===== src/rtl/starfield_sequencer.sv =====
// rtl/starfield_sequencer.sv - frame-synchronous enable/gain/scroll controller for starfield layers
// Optional STARFIELD_SEQ_FRAME_COUNT_EN adds frame_count and vsync_overrun outputs.
module starfield_sequencer #(
    parameter int         NUM_LAYERS    = 3,
    parameter int         FADE_STEP     = 8,
    parameter logic [7:0] DEFAULT_GAIN  = 8'hFF,
    parameter logic [7:0] DEFAULT_SPEED = 8'd1
) (
    input  logic                    pixel_clock,
    input  logic                    reset,
    input  logic                    vsync_pulse,
    input  logic                    cmd_valid,
    output logic                    cmd_ready,
    input  logic [1:0]              cmd_layer,
    input  logic [1:0]              cmd_op,
    input  logic [7:0]              cmd_data,
    output logic                    cmd_err,
    output logic [NUM_LAYERS-1:0]   layer_en,
    output logic [8*NUM_LAYERS-1:0] layer_gain,
    output logic [NUM_LAYERS-1:0]   layer_step,
    output logic                    fade_busy
`ifdef STARFIELD_SEQ_FRAME_COUNT_EN
    ,
    output logic [15:0]             frame_count,
    output logic                    vsync_overrun
`endif
);
    localparam logic [7:0] STEP8 = 8'(FADE_STEP);

    typedef enum logic [1:0] {IDLE, HOLD, UPDATE} state_t;
    state_t state, state_next;

    logic [7:0]            gain_q   [NUM_LAYERS];
    logic [7:0]            target_q [NUM_LAYERS];
    logic [7:0]            speed_q  [NUM_LAYERS];
    logic [7:0]            cnt_q    [NUM_LAYERS];
    logic [NUM_LAYERS-1:0] en_q;

    logic       pending;
    logic [1:0] sh_layer;
    logic [1:0] sh_op;
    logic [7:0] sh_data;

    logic [7:0]            n_gain   [NUM_LAYERS];
    logic [7:0]            n_target [NUM_LAYERS];
    logic [7:0]            n_speed  [NUM_LAYERS];
    logic [7:0]            n_cnt    [NUM_LAYERS];
    logic [NUM_LAYERS-1:0] n_en;
    logic [NUM_LAYERS-1:0] n_step;
    logic                  n_busy;

    logic accept;
    logic layer_ok;

    assign accept   = cmd_valid && cmd_ready;
    assign layer_ok = ({1'b0, cmd_layer} < 3'(NUM_LAYERS));

    always_comb begin
        state_next = state;
        cmd_ready  = (state == IDLE);
        case (state)
            IDLE: begin
                if (vsync_pulse)
                    state_next = UPDATE;
                else if (accept && layer_ok)
                    state_next = HOLD;
            end
            HOLD:    if (vsync_pulse) state_next = UPDATE;
            UPDATE:  state_next = IDLE;
            default: state_next = IDLE;
        endcase
    end

    // Frame-start update: commit shadowed command, then fade, then step cadence.
    always_comb begin
        n_en   = en_q;
        n_step = '0;
        n_busy = 1'b0;
        for (int i = 0; i < NUM_LAYERS; i++) begin
            n_gain[i]   = gain_q[i];
            n_target[i] = target_q[i];
            n_speed[i]  = speed_q[i];
            n_cnt[i]    = cnt_q[i];
            if (pending && (int'(sh_layer) == i)) begin
                case (sh_op)
                    2'd0: begin
                        n_speed[i] = sh_data;
                        n_cnt[i]   = 8'd0;
                    end
                    2'd1: n_target[i] = sh_data;
                    2'd2: n_en[i] = sh_data[0];
                    default: begin
                        n_gain[i]   = sh_data;
                        n_target[i] = sh_data;
                    end
                endcase
            end
            // Snap to target when within one step so the fade never overshoots.
            if (n_gain[i] < n_target[i]) begin
                if ((n_target[i] - n_gain[i]) <= STEP8)
                    n_gain[i] = n_target[i];
                else
                    n_gain[i] = n_gain[i] + STEP8;
            end else if (n_gain[i] > n_target[i]) begin
                if ((n_gain[i] - n_target[i]) <= STEP8)
                    n_gain[i] = n_target[i];
                else
                    n_gain[i] = n_gain[i] - STEP8;
            end
            if (n_speed[i] == 8'd0) begin
                n_cnt[i] = 8'd0;
            end else if (({1'b0, n_cnt[i]} + 9'd1) == {1'b0, n_speed[i]}) begin
                n_step[i] = 1'b1;
                n_cnt[i]  = 8'd0;
            end else begin
                n_cnt[i] = n_cnt[i] + 8'd1;
            end
            n_busy = n_busy | (n_gain[i] != n_target[i]);
        end
    end

    always_ff @(posedge pixel_clock) begin
        if (reset) begin
            state      <= IDLE;
            pending    <= 1'b0;
            sh_layer   <= 2'd0;
            sh_op      <= 2'd0;
            sh_data    <= 8'd0;
            en_q       <= '1;
            layer_step <= '0;
            cmd_err    <= 1'b0;
            fade_busy  <= 1'b0;
            for (int i = 0; i < NUM_LAYERS; i++) begin
                gain_q[i]   <= DEFAULT_GAIN;
                target_q[i] <= DEFAULT_GAIN;
                speed_q[i]  <= DEFAULT_SPEED;
                cnt_q[i]    <= 8'd0;
            end
        end else begin
            state      <= state_next;
            layer_step <= '0;
            cmd_err    <= accept && !layer_ok;
            if (accept && layer_ok) begin
                pending  <= 1'b1;
                sh_layer <= cmd_layer;
                sh_op    <= cmd_op;
                sh_data  <= cmd_data;
            end
            if (state == UPDATE) begin
                pending    <= 1'b0;
                en_q       <= n_en;
                layer_step <= n_step;
                fade_busy  <= n_busy;
                for (int i = 0; i < NUM_LAYERS; i++) begin
                    gain_q[i]   <= n_gain[i];
                    target_q[i] <= n_target[i];
                    speed_q[i]  <= n_speed[i];
                    cnt_q[i]    <= n_cnt[i];
                end
            end
        end
    end

`ifdef STARFIELD_SEQ_FRAME_COUNT_EN
    always_ff @(posedge pixel_clock) begin
        if (reset) begin
            frame_count   <= 16'd0;
            vsync_overrun <= 1'b0;
        end else begin
            vsync_overrun <= (state == UPDATE) && vsync_pulse;
            if (state == UPDATE)
                frame_count <= frame_count + 16'd1;
        end
    end
`endif

    always_comb begin
        layer_en = en_q;
        for (int i = 0; i < NUM_LAYERS; i++)
            layer_gain[8*i +: 8] = gain_q[i];
    end
endmodule


===== config.mk =====
export PLATFORM = sky130hd
export DESIGN_NAME = starfield_sequencer
export DESIGN_NICKNAME = d
export VERILOG_FILES = /design/src/rtl/starfield_sequencer.sv
export SDC_FILE = /design/constraint.sdc
export NUM_CORES = 1
export LEC_CHECK = 0
export BUFFER_PORTS_ARGS = -buffer_cell sky130_fd_sc_hd__buf_2
export CORE_ASPECT_RATIO = 0.8
export CORE_MARGIN = 2
export CORE_UTILIZATION = 40
export DETAILED_ROUTE_END_ITERATION = 16
export HOLD_SLACK_MARGIN = 0.06
export PLACE_DENSITY = 0.67
export SYNTH_ARGS = -nofsm -noshare
export SYNTH_HDL_FRONTEND = slang
export SYNTH_SLANG_ARGS = --single-unit

===== constraint.sdc =====
create_clock -name pixel_clock -period 10.55 [get_ports pixel_clock]
set_input_delay 0.5275 -clock pixel_clock [delete_from_list [all_inputs] [get_ports pixel_clock]]
set_output_delay 0.5275 -clock pixel_clock [all_outputs]
set_load 0.05 [all_outputs]

==> metrics.txt <==
Min-Delay Path Class=in2reg; Highest Clock Rate=around 170 MHz; routability congestion estimate from global placement=a little over 0.9; number of detailed-routing iterations run before antenna repair=5; power per cell area=about 120 nW/um2; measured slew at the worst slew-check pin=roughly 1.2 ns; Layout Skew=between 0.01 and 0.015 ns; data arrival time of the critical path=between 6 and 7 ns; peak ir drop on the vdd network=roughly 0.00011 V; Slew headroom=0.1843; ratio of cells with drive above 1 in the final layout=0.09347; WHS Path Cells=2; aggregate global-route resource usage=0.2134; number of distinct library cells after synthesis=75; Setup Viol. Count Final=0; remaining antenna violation count=0; CP Launch Type=register; sequence of cells on the critical path=and4b_1 -> nand2_1 -> mux2i_1 -> ha_1 -> and2_1 -> a221o_1 -> a31oi_1 -> o221ai_1 -> xor2_1 -> or4_1 -> o22ai_4 -> o2111ai_1 -> or4_1 -> nor4_1 -> a31oi_1; number of port buffers=48; number of enable-type register cells in the synthesized netlist=96; area occupied by multi-input gates=roughly 6300 um2; library cell contributing the largest single delay on the critical path=sky130_fd_sc_hd__or4_1; Worst Reg-to-Reg Cells=15; wire length of the first global-routing pass=45,890 um; Rows=between 50 and 60; clock latency of the later-clocked register in the worst-skew pair=between 0.4 and 0.5 ns; number of buffers added by the clock tree synthesis step=17; number of max-cap violations=0; Async S/R FF share, synth=0; worst reg2reg setup slack=between 4 and 5 ns; run status=completed; hold_ws=about 0.28 ns; capturing point of the worst reg2reg path=fade_busy; commonest cells after routing, fill and taps aside=sky130_fd_sc_hd__nand2_1 (188), sky130_fd_sc_hd__edfxtp_1 (96), sky130_fd_sc_hd__a21oi_1 (85); syn_area_per_cell=8.344 um2; io pins=just under 50; number of antenna repair diodes=0; largest net degree at the start of global routing=54; Chip Height=146.7 um; H-tree levels=4; end point of the critical path=fade_busy; Remaining Overflow, GRT=0; vias after detailed routing=9,115; number of buffers inserted to repair setup after CTS=0; placed cell area=10,640 um2; flip-flop and latch count after synthesis=approximately 120; post-route setup TNS=0 ns; initial core utilization=0.4043; post-CTS sizing=0; fill cell total of the finished layout=about 2,400; Leak=4.282 nW; main flop type after synthesis=sky130_fd_sc_hd__edfxtp_1; Slowest Stage Delay on Critical Path=approximately 0.72 ns; number of instances in the synthesized netlist=approximately 1,200; RSZ-0062 raised after global routing=false; HPWL Detailed=just over 20,000 um; worst-case clock buffer depth=2; Sequential cell area=between 3000 and 4000 um2; Final Max Slew Viols=0; routed length per placed instance=about 18 um; endpoint required time on the critical path=10.84 ns; sinks on the clock net=119; YS warnings=0; Std-Cell Core Area=around 25,000 um2; final hold violation count=0; Final period util=0.5675; Cell Area, Synth=10,180 um2; Critical Path End Type=register; R2R Path Start=sh_op[0]; via count of the first global-routing pass=approximately 8,500; die outline width=approximately 180 um; clock-pin transition on the worst setup and hold timing paths=0.06 ns; Total Nets Final=between 1,000 and 1,500; final period demand of the worst path=5.988 ns; number of antenna violations at the first check in global routing=0; Crit Path Category=reg2reg; full die area=approximately 27,000 um2; final design area excluding fillers=11,210 um2; number of nets produced by synthesis=1,289; most common cell after layout, fill and taps aside=sky130_fd_sc_hd__nand2_1; signed area change from the synthesized netlist to the final layout=10.12%; count of routing violations after the opening detailed-route iteration=about 860; TritonCTS clock tree=yes; maximum fanout along the worst path=15; share of synthesized area occupied by flip-flops and latches=0.3284; Clock Root Buffer=sky130_fd_sc_hd__clkbuf_16; drc violations=0; launching instance or port of the critical path=sh_op[0]; WL final=between 20,000 and 30,000 um; Via density=around 5.8; number of hold buffers added after cts=0
## routing by layer
metal / global-route usage / up-vias / wire length [um]
li1: - / 4411 / -
met1: 0.3193 / 4348 / 13850
met2: 0.3122 / 315 / 12240
met3: 0.04216 / 41 / 1912
met4: 0.05565 / 0 / 488
met5: 0 / - / 0
## synth_stat cells, drive strengths merged, types with 4 or more instances
| master | instances | area share |
|---|---|---|
| a2111oi | 4 | 0.0034 |
| a211o | 6 | 0.0052 |
| a211oi | 11 | 0.0081 |
| a21boi | 7 | 0.0052 |
| a21o | 8 | 0.0059 |
| a21oi | 85 | 0.042 |
| a221oi | 7 | 0.0060 |
| a22oi | 8 | 0.0059 |
| a31oi | 11 | 0.0068 |
| and2 | 28 | 0.017 |
| and3 | 12 | 0.0074 |
| and4 | 7 | 0.0060 |
| buf | 11 | 0.0064 |
| clkbuf | 62 | 0.023 |
| dfxtp | 23 | 0.045 |
| edfxtp | 96 | 0.28 |
| ha | 53 | 0.065 |
| inv | 55 | 0.020 |
| mux2 | 8 | 0.0088 |
| mux2i | 48 | 0.047 |
| nand2 | 188 | 0.069 |
| nand2b | 15 | 0.0092 |
| nand3 | 41 | 0.020 |
| nand4 | 11 | 0.0074 |
| nor2 | 84 | 0.031 |
| nor2b | 12 | 0.0074 |
| nor3 | 31 | 0.015 |
| nor3b | 4 | 0.0029 |
| nor4 | 18 | 0.013 |
| o211ai | 9 | 0.0066 |
| o21a | 6 | 0.0044 |
| o21ai | 61 | 0.030 |
| o21bai | 4 | 0.0033 |
| o221ai | 7 | 0.0060 |
| o22ai | 8 | 0.0063 |
| o32ai | 7 | 0.010 |
| or3 | 8 | 0.0049 |
| or4 | 5 | 0.0037 |
| xnor2 | 73 | 0.063 |
| xor2 | 39 | 0.034 |
## cells by family (layout without fill, tap and decap cells)
kind of cell / Yosys count / after routing / share of synthesized area
flip-flops: 119 / 119 / 0.3284
AND/OR/NAND/NOR: 479 / 479 / 0.2275
AO/OA/AOI/OAI: 273 / 273 / 0.1770
buffers and inverters: 128 / 149 / 0.04953
XOR/XNOR: 112 / 112 / 0.09636
multiplexers: 56 / 56 / 0.05605
adder cells (fa/ha/maj): 53 / 53 / 0.06514
## power by group
| part | switching (W) | total, W | leakage (nW) | internal (W) |
|---|---|---|---|---|
| combinational | 0.000141 | 0.000219 | 2.98 | 0.0000778 |
| sequential | 0.0000198 | 0.000545 | 1.02 | 0.000525 |
| clock | 0.000233 | 0.000563 | 0.278 | 0.000330 |
## critical path, delay by kind of cell (launching register included)
family	cells	cell delay [ns]
flops	1	0.59
xor+xnor	1	0.18
fa+ha+maj	1	0.44
simple gates	6	2.77
compound gates	6	1.28
mux	1	0.58
## how the worst min path moves through the flow
stage,startpoint,end,slack [ns]
6_report,vsync_pulse,state[0],0.28
5_1_grt,vsync_pulse,state[0],0.29
4_1_cts,vsync_pulse,state[0],0.28
3_5_place_dp,state[1],state[1],0.47
3_3_place_gp,state[1],state[1],0.46
2_1_floorplan,state[1],state[1],0.44
## state kept, by name, summed over array words and instances, names as in the netlist, 2 cells and up
signal	cells
cnt_q	24
gain_q	24
layer_en	3
layer_step	3
sh_data	8
sh_layer	2
sh_op	2
speed_q	24
state	2
target_q	24
## final cells by class
| type | instances | area share |
|---|---|---|
| clock buffers | 20 | 0.04275 |
| clock inverters | 12 | 0.007813 |
| inverters | 55 | 0.01864 |
| multi-input cells | 973 | 0.5656 |
| flip-flops and latches | 119 | 0.2982 |
| well taps | 324 | 0.03616 |
| repair buffers | 62 | 0.03081 |
## stage by stage
step / instances / total power [W] / util / worst slack [ns]
after floorplan: 1220 / 0.0007133 / - / 5.724
after global placement: 1533 / 0.0007672 / 0.4227 / 4.861
after detailed placement: 1533 / 0.0007701 / 0.4227 / 4.734
after CTS: 1565 / 0.001330 / 0.4452 / 4.701
after global routing: 1565 / 0.001377 / 0.4452 / 4.154
final: 1565 / 0.001327 / 0.4452 / 4.562
No activity file was read; power rests on OpenSTA's default activity.
